===== src/rtl/alu_issue.sv =====
// Issue/operand stage for the registered 64-bit ALU. It selects operands with E2 forwarding,
// stalls on a dependency against the op in E1, and returns the ALU result for writeback.
module alu_issue #(
  parameter int XLEN = 64,
  parameter int RW   = 5,
  parameter int CW   = 32
) (
  input  logic            clk,
  input  logic            rst_n,
  input  logic            in_valid,
  output logic            in_ready,
  input  logic [2:0]      in_op,
  input  logic [RW-1:0]   in_rd,
  input  logic [RW-1:0]   in_rs1,
  input  logic [RW-1:0]   in_rs2,
  input  logic            in_use_imm,
  input  logic [XLEN-1:0] in_imm,
  input  logic [5:0]      in_shamt,
  input  logic [XLEN-1:0] rs1_data,
  input  logic [XLEN-1:0] rs2_data,
  output logic [XLEN-1:0] A,
  output logic [XLEN-1:0] B,
  output logic [2:0]      Sel,
  output logic [5:0]      Shiftamt,
  input  logic [XLEN-1:0] alu_result,
  output logic            wb_valid,
  output logic [RW-1:0]   wb_rd,
  output logic [XLEN-1:0] wb_data,
  output logic [CW-1:0]   issue_cnt,
  output logic [CW-1:0]   stall_cnt
);
  typedef struct packed {
    logic          vld;
    logic [RW-1:0] rd;
  } stg_t;

  localparam logic [2:0] SEL_ZERO = 3'd7;

  stg_t            e1_q, e2_q;
  logic [XLEN-1:0] a_q, b_q, opa_d, opb_d;
  logic [2:0]      sel_q;
  logic [5:0]      sh_q;
  logic [CW-1:0]   issue_q, stall_q;
  logic            dep1, dep2, acc;

  // The E1 result is not out of the ALU yet, so a match there costs one bubble.
  assign dep1     = e1_q.vld && (e1_q.rd != '0) && (in_rs1 == e1_q.rd);
  assign dep2     = !in_use_imm && e1_q.vld && (e1_q.rd != '0) && (in_rs2 == e1_q.rd);
  assign in_ready = !(dep1 || dep2);
  assign acc      = in_valid && in_ready;

  always_comb begin
    opa_d = rs1_data;
    if (in_rs1 == '0)                          opa_d = '0;
    else if (e2_q.vld && (in_rs1 == e2_q.rd))  opa_d = alu_result;
    opb_d = rs2_data;
    if (in_rs2 == '0)                          opb_d = '0;
    else if (e2_q.vld && (in_rs2 == e2_q.rd))  opb_d = alu_result;
    if (in_use_imm)                            opb_d = in_imm;
  end

  always_ff @(posedge clk or negedge rst_n) begin
    if (!rst_n) begin
      a_q     <= '0;
      b_q     <= '0;
      sel_q   <= SEL_ZERO;
      sh_q    <= '0;
      e1_q    <= '0;
      e2_q    <= '0;
      issue_q <= '0;
      stall_q <= '0;
    end else begin
      e2_q <= e1_q;
      if (acc) begin
        a_q     <= opa_d;
        b_q     <= opb_d;
        sel_q   <= in_op;
        sh_q    <= in_shamt;
        e1_q    <= '{vld: 1'b1, rd: in_rd};
      end else begin
        e1_q.vld <= 1'b0;
        sel_q    <= SEL_ZERO;
      end
      if (acc)                   issue_q <= issue_q + {{(CW-1){1'b0}}, 1'b1};
      if (in_valid && !in_ready) stall_q <= stall_q + {{(CW-1){1'b0}}, 1'b1};
    end
  end

  assign A         = a_q;
  assign B         = b_q;
  assign Sel       = sel_q;
  assign Shiftamt  = sh_q;
  assign wb_valid  = e2_q.vld;
  assign wb_rd     = e2_q.rd;
  assign wb_data   = alu_result;
  assign issue_cnt = issue_q;
  assign stall_cnt = stall_q;
endmodule


===== config.mk =====
export PLATFORM = sky130hd
export DESIGN_NAME = alu_issue
export DESIGN_NICKNAME = d
export VERILOG_FILES = /design/src/rtl/alu_issue.sv
export SDC_FILE = /design/constraint.sdc
export NUM_CORES = 1
export LEC_CHECK = 0
export ABC_CLOCK_PERIOD_IN_PS = 3860
export BUFFER_PORTS_ARGS = -buffer_cell sky130_fd_sc_hd__buf_2
export CORE_AREA = 2 2 218 220
export CTS_BUF_LIST = sky130_fd_sc_hd__clkbuf_8
export CTS_CLUSTER_DIAMETER = 100
export DETAILED_ROUTE_END_ITERATION = 10
export DIE_AREA = 0 0 220 222
export HOLD_SLACK_MARGIN = 0.1
export MAX_ROUTING_LAYER = met4
export PLACE_DENSITY_LB_ADDON = 0.05
export SYNTH_ARGS = -nofsm -noshare
export SYNTH_HDL_FRONTEND = slang
export SYNTH_SLANG_ARGS = --single-unit

===== constraint.sdc =====
create_clock -name clk -period 3.86 [get_ports clk]
set_clock_uncertainty 0.1 [all_clocks]
set_input_delay 0.193 -clock clk [delete_from_list [all_inputs] [get_ports clk]]
set_output_delay 0.193 -clock clk [all_outputs]
set_load 0.01 [all_outputs]

; ---- Word level (Yosys, flattened, before mapping)
; Cells that the tools add are included.
[totals]
regBits = 213
latch_bits = 0
ram_bits = 0
rom_bits = 0
memories = 0
[op_classes]
n_addsub = 2
mul = 0
div_mod_pow = 0
order_cmp = 0
eq_ne = 4
shift = 0
mux = 7
n_bitwise = 0
reduce_logical = 15
[op_table]
columns = cell, count
row1 = $mux W64, 5
row2 = $add A32 B1 Y32 const B, 2
row3 = $eq A5 B5 Y1, 4
row4 = $logic_not A5 Y1, 2
row5 = $logic_and A1 B1 Y1, 9
row6 = $reduce_bool A5 Y1, 1
row7 = $mux W3, 1
row8 = $logic_not A1 Y1, 2
row9 = $logic_or A1 B1 Y1, 1
row10 = $mux W1, 1

; ---- Logic depth before layout (Yosys ltp)
; Gate-level depths: netlist (run 1).
[depth]
word_depth = 8
mapped_depth = 8
mapped_depth_nobuf = 6

; ---- Worst setup path after synthesis (run 1)
; Ideal clock, no wire load.
[synth_timing]
path_type = flip-flop to flip-flop
from = register e1_q[0] (netlist name)
to = register a_q[62], in the netlist A[62]
setup_time_ns = 0.125
arrival_ns = 1.955
required_time_ns = 3.635
setup_slack_ns = 1.680
stages_incl_launch_ff = 8
path_buffers = 2
period_less_slack_ns = 2.180
cell_sequence = dfrtp_1 -> xnor2_1 -> nand4_1 -> o32a_1 -> buf_2 -> o21ai_2 -> buf_2 -> mux2_2
[synth_between]
elab_chain_len = 6
[synth_lines]
columns = item, line
row1 = from (decl), 39  ; stg_t e1_q, e2_q;
row2 = from (signal assigned), 79  ; e1_q <= '{vld: 1'b1, rd: in_rd};
row3 = $reduce_bool A5 Y1, "47, 48"
row4 = "$logic_and A1 B1 Y1, on equally long branches (2 in a row)", "47, 48"
row5 = $logic_or A1 B1 Y1 *, 49  ; assign in_ready = !(dep1 || dep2);
row6 = $logic_not A1 Y1 *, 49
row7 = $logic_and A1 B1 Y1 *, 50  ; assign acc = in_valid && in_ready;
row8 = to (signal assigned), 75  ; a_q <= opa_d;
row9 = to (decl), 40  ; logic [XLEN-1:0] a_q, b_q, opa_d, opb_d;
; Every way passes the cells marked *; elsewhere a longest branch is shown, timed or not.
; A chain may end at the register's enable or synchronous reset.

; ---- Worst setup path in the final report (run 1)
[layout_timing]
from = register e2_q, in the netlist wb_rd[3]
to = register b_q[26], in the netlist B[26]
[layout_between]
elab_chain_len = 5
[layout_lines]
columns = item, line
row1 = from (decl), 39
row2 = from (signal assigned), 73  ; e2_q <= e1_q;
row3 = $eq A5 B5 Y1, 58  ; else if (e2_q.vld && (in_rs2 == e2_q.rd)) opb_d = alu_result;
row4 = $logic_and A1 B1 Y1, 58
row5 = $mux W64, 58
row6 = $mux W64, 57  ; if (in_rs2 == '0) opb_d = '0;
row7 = $mux W64, 59  ; if (in_use_imm) opb_d = in_imm;
row8 = to (signal assigned), 76  ; b_q <= opb_d;
row9 = to (decl), 40
; No other way between the ends.

==> qor.txt, run 1 <==
status = finished clean
Max Clk Rate = 285 MHz
leakage power = 8.87 nW
final slew viol count = 0
FF-to-FF End = B[26]
RSZ-0062 raised after global routing = false
Crit Path Class = register to register
initial core utilization = 0.264
hold path startpoint = alu_result[2]
register clock-pin slew on the reported worst setup and hold paths = 0.07 ns
Final WS setup = 0.354 ns
post-synthesis cell type count = 35
Worst Reg-to-Reg Cells = 8
pre-CTS setup slack = 1.03 ns
Area Growth Syn to Fin = 58.1%
register area share after synthesis = 0.437
WP data required = 4.24 ns
drt pass-1 iters = 5
Area contributors post-synth = dfrtp_1 (43%), and4_1 (5.5%), a32oi_1 (4.6%)
Tcrit/Tclk final = 0.908
RD Place Congestion = 0.843
synth warn = 0
critical-path cell list = xor2_1 > nor4_2 > nand2_2 > buf_4 > a31oi_1 > dlygate4sd3_1 > a32oi_1 > dlygate4sd3_1
gate count of the mapped netlist = 1,250
slew of the pin with the lowest slew margin = 0.978 ns
overall routing resource usage = 0.244
DRC viols = 0
Final min period = 3.51 ns
layout cells sized above 1 = 0.353
final WL = 59.4 mm
r2r setup slk = 0.35 ns
CTS Buf Count = 44
setup violators final = 0
Avg Inst Size Synth = 9.77 µm²
I/O pins = 556
wire per inst = 22.3 µm
worst setup path end = B[26]
slowest stage cell, crit path = dlygate4sd3_1
cell mode on critical path = dlygate4sd3_1
core area = 46,300 µm²
mapped cell area = 12,200 µm²
post-layout util = 0.417
die area = 48,800 µm²
type of origin of the critical path = register
initial antenna violation count = 14
total grt overflow = 0
largest net degree at the start of global routing = 82
hold_ws = 0.126 ns
syn nets = 1,536
Fillers = 4,779
Max Cap Viol = 0
Yosys top cell area share = 0.430
Nets = 2,298
Pwr Density = 374 nW/µm²
cts repair resizes = 0
clk sinks = 213
Max IR drop VDD = 0.227 mV
Max-slew headroom = 0.348
highest fanout seen on the critical path = 34
Hold Fails Final Rpt = 0
CP delay by family, top = buffers and inverters
Vias/cell = 4.99
CTS tree = done
Worst EP arrival = 3.89 ns
Synth area leader = dfrtp_1
crit-path max cell delay = 0.63 ns
setup TNS = 0 ns
DRT iter0 DRCs = 878
die height = 222 µm
Max clock buf depth = 3
vias in the first global route = 13,863
die width = 220 µm
R2R Path Start = wb_rd[3]
Critical Path End Type = register
type of the tightest min-delay check = input pin to register
Clock Latency Late Sink = 0.62 ns
Yosys reg bits = 213
post-route ant nets = 0
critical path depth in cells = 8
count of port buffers added during placement = 555
row count = 79
total number of vias = 13,308
Clock Tree Root = clkbuf_8
Critical path origin = wb_rd[3]
first-pass GRT wire length = 88.1 mm
H-tree Lvls = 2
DP Wirelength = 40.0 mm
Post CTS Setup Buffer Count = 0
CP Buf/Inv Count = 3
## routing by layer
| metal | GRT usage | share of wire | vias to the layer above |
|---|---|---|---|
| met1 | 0.295 | 0.43 | 6593 |
| met3 | 0.0554 | 0.064 | 81 |
| li1 | - | - | 6143 |
| met5 | - | 0 | - |
| met2 | 0.404 | 0.49 | 491 |
| met4 | 0.0712 | 0.023 | 0 |
## synthesized netlist by cell type
| cell type | instances |
|---|---|
| dfrtp_1 | 210 |
| clkbuf_1 | 92 |
| nand3_1 | 82 |
| and4_1 | 76 |
| o21ai_0 | 72 |
| inv_1 | 68 |
| a21oi_1 | 65 |
| a21boi_0 | 64 |
| a31oi_1 | 64 |
| a32oi_1 | 64 |
| buf_4 | 64 |
| mux2_2 | 49 |
| xnor2_1 | 47 |
| xor2_1 | 35 |
| mux2_1 | 28 |
| buf_2 | 21 |
| nand4_1 | 21 |
| nor3_1 | 20 |
| and3_1 | 16 |
| nor4_1 | 15 |
| nand2_1 | 14 |
| o211ai_1 | 12 |
| buf_1 | 10 |
| o2111ai_1 | 10 |
| nor2_1 | 7 |
| and2_1 | 4 |
| or2_2 | 4 |
| dfstp_2 | 3 |
| nor4_2 | 3 |
| ha_1 | 2 |
| nor4b_1 | 2 |
| o21ai_2 | 2 |
| or4_1 | 2 |
| nor3b_1 | 1 |
| o32a_1 | 1 |
## worst min path at each step
stage          cells past startpoint     endpoint
3_5_place_dp                       1        A[44]
4_1_cts                            4         A[0]
5_1_grt                            4         A[0]
3_3_place_gp                       1  Shiftamt[5]
2_1_floorplan                      0         A[0]
6_report                           4         A[2]
## cell usage in the layout, fill, tap and decap left out, types with 14 or more instances in the layout
cell,Yosys,layout
buf_2,21,553
dlygate4sd3_1,0,318
dfrtp_1,210,210
nand3_1,82,82
inv_1,68,79
and4_1,76,75
o21ai_0,72,72
a21oi_1,65,64
a31oi_1,64,64
a21boi_0,64,64
a32oi_1,64,64
clkbuf_8,0,60
mux2_2,49,49
xnor2_1,47,47
xor2_1,35,35
mux2_1,28,28
buf_4,64,24
nand4_1,21,21
nor3_1,20,20
and3_1,16,16
diode_2,0,14
nor4_1,15,14
## worst reg2reg max path, delay by kind of cell, from the launching register on
family                    cells  cell delay, ns
DFF                           1            0.46
buffers and inverters         3            1.56
and+or+nand+nor               2            0.70
AOI/OAI and AO/OA             2            0.36
xor gates and xnor gates      1            0.21
## layout make-up
type | count | area [µm²] | area share
repair buffers | 903 | 6290 | 0.326
multi-input cells | 782 | 5700 | 0.295
flip-flops and latches | 213 | 5330 | 0.276
clock buffers | 60 | 826 | 0.0428
well taps | 607 | 759 | 0.0393
inverters | 68 | 255 | 0.0132
clock inverters | 18 | 108 | 0.00557
diodes | 14 | 35.0 | 0.00181
## report_power, final
part	internal, W	switching [W]	leakage, nW
registers	0.00249	0.000197	2.60
logic	0.000922	0.00103	5.75
clock network	0.00145	0.00114	0.525
## cells by family (layout without fill, tap and decap cells)
group | Yosys count | in the layout | share of synthesized area
xor+xnor | 82 | 82 | 0.0588
fa+ha+maj | 2 | 2 | 0.00205
compound gates | 354 | 354 | 0.191
buf+inv | 255 | 1049 | 0.100
flops | 213 | 213 | 0.437
mux | 77 | 77 | 0.0710
other cells | 0 | 14 | 0
simple gates | 267 | 267 | 0.140
## through the flow
| step | area, µm² | total power [W] | cells |
|---|---|---|---|
| after CTS | 19300 | 0.00732 | 2651 |
| after global placement | 15100 | 0.00431 | 2254 |
| after detailed placement | 15100 | 0.00432 | 2254 |
| after floorplan | 12200 | 0.00348 | 1250 |
| after global routing | 19300 | 0.00760 | 2664 |
| final | 19300 | 0.00722 | 2665 |
## sequential cells by signal, indices dropped and copies added, names as in the netlist
register   cells
Shiftamt       6
stall_cnt     32
wb_rd          5
e1_q           6
Sel            3
A             64
wb_valid       1
issue_cnt     32
B             64
## what timing repair did
item / CTS / global route
endpoints found under the hold margin: 228 / 0
endpoints found under the setup margin: 0 / 0
hold buffers: 319 / 0
No activity file was read; power rests on OpenSTA's default activity.
==> run 2: changes to the inputs <==
ABC_AREA = 1   (was unset)
CORE_AREA = 2 2 217 219   (was 2 2 218 220)
DIE_AREA = 0 0 219 221   (was 0 0 220 222)
==> qor.txt, run 2 <==
post-route ant nets = 0 (unchanged)
Pint = 0.00449 W (was 0.00486 W)
Post CTS Setup Buffer Count = 0 (unchanged)
slowest stage cell, crit path = nand3_4 (was dlygate4sd3_1)
FFs w/ async S/R, synth = 1.00 (unchanged)
Comb power frac = 0.264 (was 0.270)
post-layout util = 0.434 (was 0.417)
clk sinks = 213 (unchanged)
CTS tree = done (unchanged)
DRC viols = 0 (unchanged)
row count = 79 (unchanged)
RD Place Congestion = 0.855 (was 0.843)
Hold Fails Final Rpt = 0 (unchanged)
Clock Latency Late Sink = 0.61 ns (was 0.62 ns)
slew of the pin with the lowest slew margin = 1.02 ns (was 0.978 ns)
die width = 219 µm (was 220 µm)
highest fanout seen on the critical path = 85 (was 34)
setup violators final = 0 (unchanged)
DRT iter0 DRCs = 937 (was 878)
post-synthesis cell type count = 25 (was 35)
Area Growth Syn to Fin = 47.2% (was 58.1%)
hold_ws = 0.178 ns (was 0.126 ns)
Max Cap Viol = 0 (unchanged)
r2r setup slk = 0.54 ns (was 0.35 ns)
Area contributors post-synth = dfrtp_1 (39%), nand2_1 (30%), inv_1 (6.2%) (was dfrtp_1 (43%), and4_1 (5.5%), a32oi_1 (4.6%))
Max-slew headroom = 0.317 (was 0.348)
Worst EP arrival = 3.77 ns (was 3.89 ns)
DP Wirelength = 41.5 mm (was 40.0 mm)
Yosys top cell area share = 0.387 (was 0.430)
register area share after synthesis = 0.393 (was 0.437)
CP delay by family, top = simple AND/OR/NAND/NOR gates (was buffers and inverters)
Fillers = 5,042 (was 4,779)
initial core utilization = 0.295 (was 0.264)
Max IR drop VDD = 0.206 mV (was 0.227 mV)
Vias/cell = 4.43 (was 4.99)
Tcrit/Tclk final = 0.861 (was 0.908)
post-route cell area = 20,000 µm² (was 19,300 µm²)
setup TNS = 0 ns (unchanged)
final slew viol count = 0 (unchanged)
vias in the first global route = 15,664 (was 13,863)
commonest non-fill, non-tap cell in the layout = nand2_1 (was buf_2)
Clock Tree Root = clkbuf_8 (unchanged)
leakage power = 11.9 nW (was 8.87 nW)
CTS Buf Count = 44 (unchanged)
synth cell count leaders = nand2_1 (1,082), inv_1 (226), nor2_1 (226), dfrtp_1 (210), nand3_1 (144) (was dfrtp_1 (210), clkbuf_1 (92), nand3_1 (82), and4_1 (76), o21ai_0 (72))
RSZ-0062 raised after global routing = false (unchanged)
type of origin of the critical path = register (unchanged)
Switching Fraction = 0.337 (was 0.327)
count of port buffers added during placement = 555 (unchanged)
H-tree Lvls = 2 (unchanged)
clock power share = 0.345 (was 0.357)
Multi-input gate area = 6480 µm² (was 5700 µm²)
type of the tightest min-delay check = input pin to async pin (was input pin to register)
Yosys reg bits = 213 (unchanged)
sw power = 0.00228 W (was 0.00236 W)
critical-path cell list = o21ai_0 > nor2_1 > nand3_4 > buf_4 > nand2_1 > nand2_1 > nor2_1 > dlygate4sd3_1 > nand2_1 > nand2_1 (was xor2_1 > nor4_2 > nand2_2 > buf_4 > a31oi_1 > dlygate4sd3_1 > a32oi_1 > dlygate4sd3_1)
CP Buf/Inv Count = 2 (was 3)
most frequent cells in the layout = nand2_1 (1,082), buf_2 (554), dlygate4sd3_1 (272), inv_1 (240), nor2_1 (226) (was buf_2 (553), dlygate4sd3_1 (318), dfrtp_1 (210), nand3_1 (82), inv_1 (79))
EDFF count, synth = 0 (unchanged)
cell mode on critical path = nand2_1 (was dlygate4sd3_1)
WP data required = 4.30 ns (was 4.24 ns)
register clock-pin slew on the reported worst setup and hold paths = 0.05 ns (was 0.07 ns)
Sequential Power Share = 0.391 (was 0.373)
die area = 48,400 µm² (was 48,800 µm²)
Crit Path Class = register to register (unchanged)
Final min period = 3.32 ns (was 3.51 ns)
wire per inst = 16.9 µm (was 22.3 µm)
Nets = 3,180 (was 2,298)
Max clock buf depth = 3 (unchanged)
synth warn = 0 (unchanged)
Synth area leader = dfrtp_1 (unchanged)
Pwr Density = 339 nW/µm² (was 374 nW/µm²)
Synth Flop Type = dfrtp_1 (unchanged)
crit-path max cell delay = 0.72 ns (was 0.63 ns)
status = finished clean (unchanged)
syn nets = 2,448 (was 1,536)
count leader, synth = nand2_1 (was dfrtp_1)
core area = 46,100 µm² (was 46,300 µm²)
initial antenna violation count = 10 (was 14)
layout cells sized above 1 = 0.221 (was 0.353)
final WL = 59.6 mm (was 59.4 mm)
Max Clk Rate = 301 MHz (was 285 MHz)
mapped cell area = 13,600 µm² (was 12,200 µm²)
Critical Path End Type = register (unchanged)
placed standard-cell area = 16,400 µm² (was 15,100 µm²)
gate count of the mapped netlist = 2,162 (was 1,250)
largest net degree at the start of global routing = 110 (was 82)
first-pass GRT wire length = 91.2 mm (was 88.1 mm)
overall routing resource usage = 0.250 (was 0.244)
Post-CTS Hold Buffers = 272 (was 319)
drt pass-1 iters = 5 (unchanged)
I/O pins = 556 (unchanged)
die height = 221 µm (was 222 µm)
cts repair resizes = 0 (unchanged)
Sequential Area = 5330 µm² (unchanged)
total number of vias = 15,654 (was 13,308)
Avg Inst Size Synth = 6.28 µm² (was 9.77 µm²)
total grt overflow = 0 (unchanged)
[run 2: final timing paths]
| check | from | end | depth (start not counted) |
|---|---|---|---|
| max | wb_valid | A[49] | 10 |
| max reg2reg | wb_valid | A[49] | 10 |
| max in group asynchronous | rst_n | A[59] | 3 |
| min reg2reg | e1_q[5] | wb_valid | 0 |
| min | rst_n | issue_cnt[7] | 2 |
| min in group clk | in_op[0] | Sel[0] | 3 |
[run 2: power groups by stage]
| stage | sequential, W | combinational (W) | clock (W) |
|---|---|---|---|
| 2_1_floorplan | 0.00277 | 0.000687 | 0 |
| 4_1_cts | 0.00265 | 0.00181 | 0.00243 |
| 5_1_grt | 0.00268 | 0.00198 | 0.00252 |
| 3_3_place_gp | 0.00268 | 0.00153 | 0 |
| 3_5_place_dp | 0.00268 | 0.00153 | 0 |
| 6_report | 0.00265 | 0.00179 | 0.00233 |
[run 2: layout make-up]
| cell class | count | area share |
|---|---|---|
| multi-input cells | 1560 | 0.324 |
| repair buffers | 844 | 0.286 |
| flip-flops and latches | 213 | 0.267 |
| inverters | 231 | 0.0434 |
| well taps | 607 | 0.0380 |
| clock buffers | 51 | 0.0351 |
| clock inverters | 17 | 0.00488 |
| diodes | 9 | 0.00113 |
[run 2: logic make-up after synthesis]
group / count (synthesis) / share of synthesized area
adder cells (fa/ha/maj): 2 / 0.00184
buffers and inverters: 389 / 0.135
XOR/XNOR: 57 / 0.0368
flip-flops: 213 / 0.393
AO/OA/AOI/OAI: 19 / 0.00728
AND/OR/NAND/NOR: 1482 / 0.427
[run 2: per-layer routing]
layer	vias to the layer above	GRT usage	wire, µm
met5	-	-	0
met2	455	0.428	29500
li1	7833	-	-
met3	92	0.0595	3760
met4	0	0.0645	1430
met1	7274	0.294	24900
[run 2: through the flow]
step           setup slack (ns)  power, W  instances
2_1_floorplan              2.13   0.00346       2162
3_3_place_gp               1.10   0.00421       3183
3_5_place_dp               1.11   0.00421       3183
4_1_cts                   0.564   0.00688       3523
5_1_grt                   0.199   0.00717       3530
6_report                  0.537   0.00677       3532
==> run 3: changes to the inputs <==
ABC_CLOCK_PERIOD_IN_PS = 3450   (was 3860)
clock period = 3.45 ns   (was 3.86 ns; I/O delays follow)
==> qor.txt, run 3 (same netlist as run 2, synthesis figures left out) <==
slew of the pin with the lowest slew margin = 0.868 ns (was 1.02 ns)
Max Cap Viol = 0 (unchanged)
clock power share = 0.371 (was 0.345)
Max IR drop VDD = 0.221 mV (was 0.206 mV)
Tcrit/Tclk final = 0.856 (was 0.861)
non-filler instance count after layout = 3,552 (was 3,532)
WP data required = 3.87 ns (was 4.30 ns)
Clock Latency Late Sink = 0.61 ns (about the same)
die width = 219 µm (unchanged)
highest fanout seen on the critical path = 39 (was 85)
RD Place Congestion = 0.917 (was 0.855)
Max Clk Rate = 338 MHz (was 301 MHz)
crit-path max cell delay = 0.60 ns (was 0.72 ns)
total number of vias = 15,922 (was 15,654)
Max-slew headroom = 0.421 (was 0.317)
Pwr Density = 392 nW/µm² (was 339 nW/µm²)
vias in the first global route = 15,901 (was 15,664)
final WL = 60.7 mm (was 59.6 mm)
critical-path cell list = inv_1 > nand2_1 > nand2_1 > nor2_1 > nand3_2 > buf_12 > nand2_1 > nand3_1 > nand2_1 > dlygate4sd3_1 > nand2_1 > nand2_1 (was o21ai_0 > nor2_1 > nand3_4 > buf_4 > nand2_1 > nand2_1 > nor2_1 > dlygate4sd3_1 > nand2_1 > nand2_1)
Crit Path Class = register to register (unchanged)
Clock Tree Root = clkbuf_8 (unchanged)
Final min period = 2.95 ns (was 3.32 ns)
largest net degree at the start of global routing = 91 (was 110)
pre-CTS setup slack = 1.06 ns (was 1.11 ns)
slowest stage cell, crit path = nand3_2 (was nand3_4)
Worst EP arrival = 3.38 ns (was 3.77 ns)
CTS tree = done (unchanged)
core area = 46,100 µm² (unchanged)
row count = 79 (unchanged)
wire per inst = 17.1 µm (was 16.9 µm)
initial core utilization = 0.295 (unchanged)
DRT iter0 DRCs = 855 (was 937)
Hold Fails Final Rpt = 0 (unchanged)
Nets = 3,186 (was 3,180)
total grt overflow = 0 (unchanged)
layout cells sized above 1 = 0.226 (was 0.221)
cell mode on critical path = nand2_1 (unchanged)
type of the tightest min-delay check = input pin to register (was input pin to async pin)
count of port buffers added during placement = 555 (unchanged)
Area Growth Syn to Fin = 49.0% (was 47.2%)
DRC viols = 0 (unchanged)
drt pass-1 iters = 5 (unchanged)
Inst Count DP = 3,187 (was 3,183)
Switching Fraction = 0.330 (was 0.337)
final slew viol count = 0 (unchanged)
status = finished clean (unchanged)
Final WS setup = 0.496 ns (was 0.537 ns)
setup violators final = 0 (unchanged)
initial antenna violation count = 12 (was 10)
CTS Buf Count = 44 (unchanged)
Pint = 0.00531 W (was 0.00449 W)
overall routing resource usage = 0.255 (was 0.250)
Post CTS Setup Buffer Count = 0 (unchanged)
H-tree Lvls = 2 (unchanged)
type of origin of the critical path = register (unchanged)
clk sinks = 213 (unchanged)
setup TNS = 0 ns (unchanged)
sw power = 0.00262 W (was 0.00228 W)
Vias/cell = 4.48 (was 4.43)
I/O pins = 556 (unchanged)
Comb power frac = 0.255 (was 0.264)
Fillers = 5,016 (was 5,042)
die area = 48,400 µm² (unchanged)
RSZ-0062 raised after global routing = false (unchanged)
post-route ant nets = 0 (unchanged)
Critical Path End Type = register (unchanged)
leakage power = 12.0 nW (was 11.9 nW)
register clock-pin slew on the reported worst setup and hold paths = 0.06 ns (was 0.05 ns)
commonest non-fill, non-tap cell in the layout = nand2_1 (unchanged)
Sequential Area = 5330 µm² (unchanged)
Sequential Power Share = 0.374 (was 0.391)
DP Wirelength = 41.7 mm (was 41.5 mm)
post-layout util = 0.439 (was 0.434)
Multi-input gate area = 6480 µm² (unchanged)
most frequent cells in the layout = nand2_1 (1,082), buf_2 (554), dlygate4sd3_1 (273), inv_1 (238), nor2_1 (226) (was nand2_1 (1,082), buf_2 (554), dlygate4sd3_1 (272), inv_1 (240), nor2_1 (226))
Max clock buf depth = 3 (unchanged)
die height = 221 µm (unchanged)
first-pass GRT wire length = 92.6 mm (was 91.2 mm)
-- run 3: cell types whose count changed in the layout (fill, tap and decap cells not counted) --
cell	previous run	this run
buf_12	7	8
inv_1	240	238
bufinv_16	1	0
buf_4	10	13
buf_16	0	1
clkinv_2	0	2
diode_2	9	11
clkbuf_8	51	66
clkinvlp_4	2	0
dlygate4sd3_1	272	273
-- run 3: final timing paths --
check	from	end	slack, ns	depth (start not counted)
worst max-delay path	wb_rd[3]	B[15]	0.50	12
worst min-delay path	in_op[0]	Sel[0]	0.20	3
worst max register to register	wb_rd[3]	B[15]	0.50	12
worst min register to register	e1_q[5]	wb_valid	0.32	0
max in group asynchronous	rst_n	Sel[0]	1.95	4
min in group asynchronous	rst_n	A[2]	0.53	3
-- run 3: timing repair --
item / 4_1_cts / 5_1_grt
endpoints found under the hold margin: 284 / 0
gates resized for setup: 0 / 0
hold buffers: 274 / 0
-- run 3: cell type report --
class / count / share of cell area
well taps: 607 / 0.0375
inverters: 231 / 0.0428
flip-flops and latches: 213 / 0.264
diodes: 11 / 0.00136
multi-input cells: 1560 / 0.320
repair buffers: 850 / 0.287
clock buffers: 66 / 0.0449
clock inverters: 14 / 0.00272
-- run 3: layer usage --
layer | wire length (µm) | vias to the layer above | share of wire | global-route usage
met1 | 25600 | 7427 | 0.42 | 0.308
met4 | 1750 | 0 | 0.029 | 0.0824
met2 | 29600 | 528 | 0.49 | 0.424
met3 | 3710 | 113 | 0.061 | 0.0498
li1 | - | 7854 | - | -
met5 | 0 | - | 0 | -
-- run 3: metrics by stage --
stage	power, W	cell area [µm²]	hold WS, ns
global route	0.00839	20200	0.187
floorplan	0.00387	13600	-0.223
CTS	0.00805	20200	0.143
global placement	0.00472	16500	0.150
finish	0.00793	20200	0.205
detailed placement	0.00472	16500	0.156
-- run 3: worst max-delay path: cells and delay by family, from the launching register on --
| kind | cells | cell delay, ns |
|---|---|---|
| buffers and inverters | 3 | 1.05 |
| flip-flops | 1 | 0.41 |
| AND/OR/NAND/NOR | 9 | 1.23 |
-- run 3: power by group through the flow --
stage                     sequential (W)  combinational [W]  clock, W
after floorplan                  0.00310           0.000769         0
after global placement           0.00300            0.00172         0
after detailed placement         0.00300            0.00172         0
after CTS                        0.00297            0.00204   0.00305
after global routing             0.00300            0.00224   0.00314
final                            0.00297            0.00202   0.00294
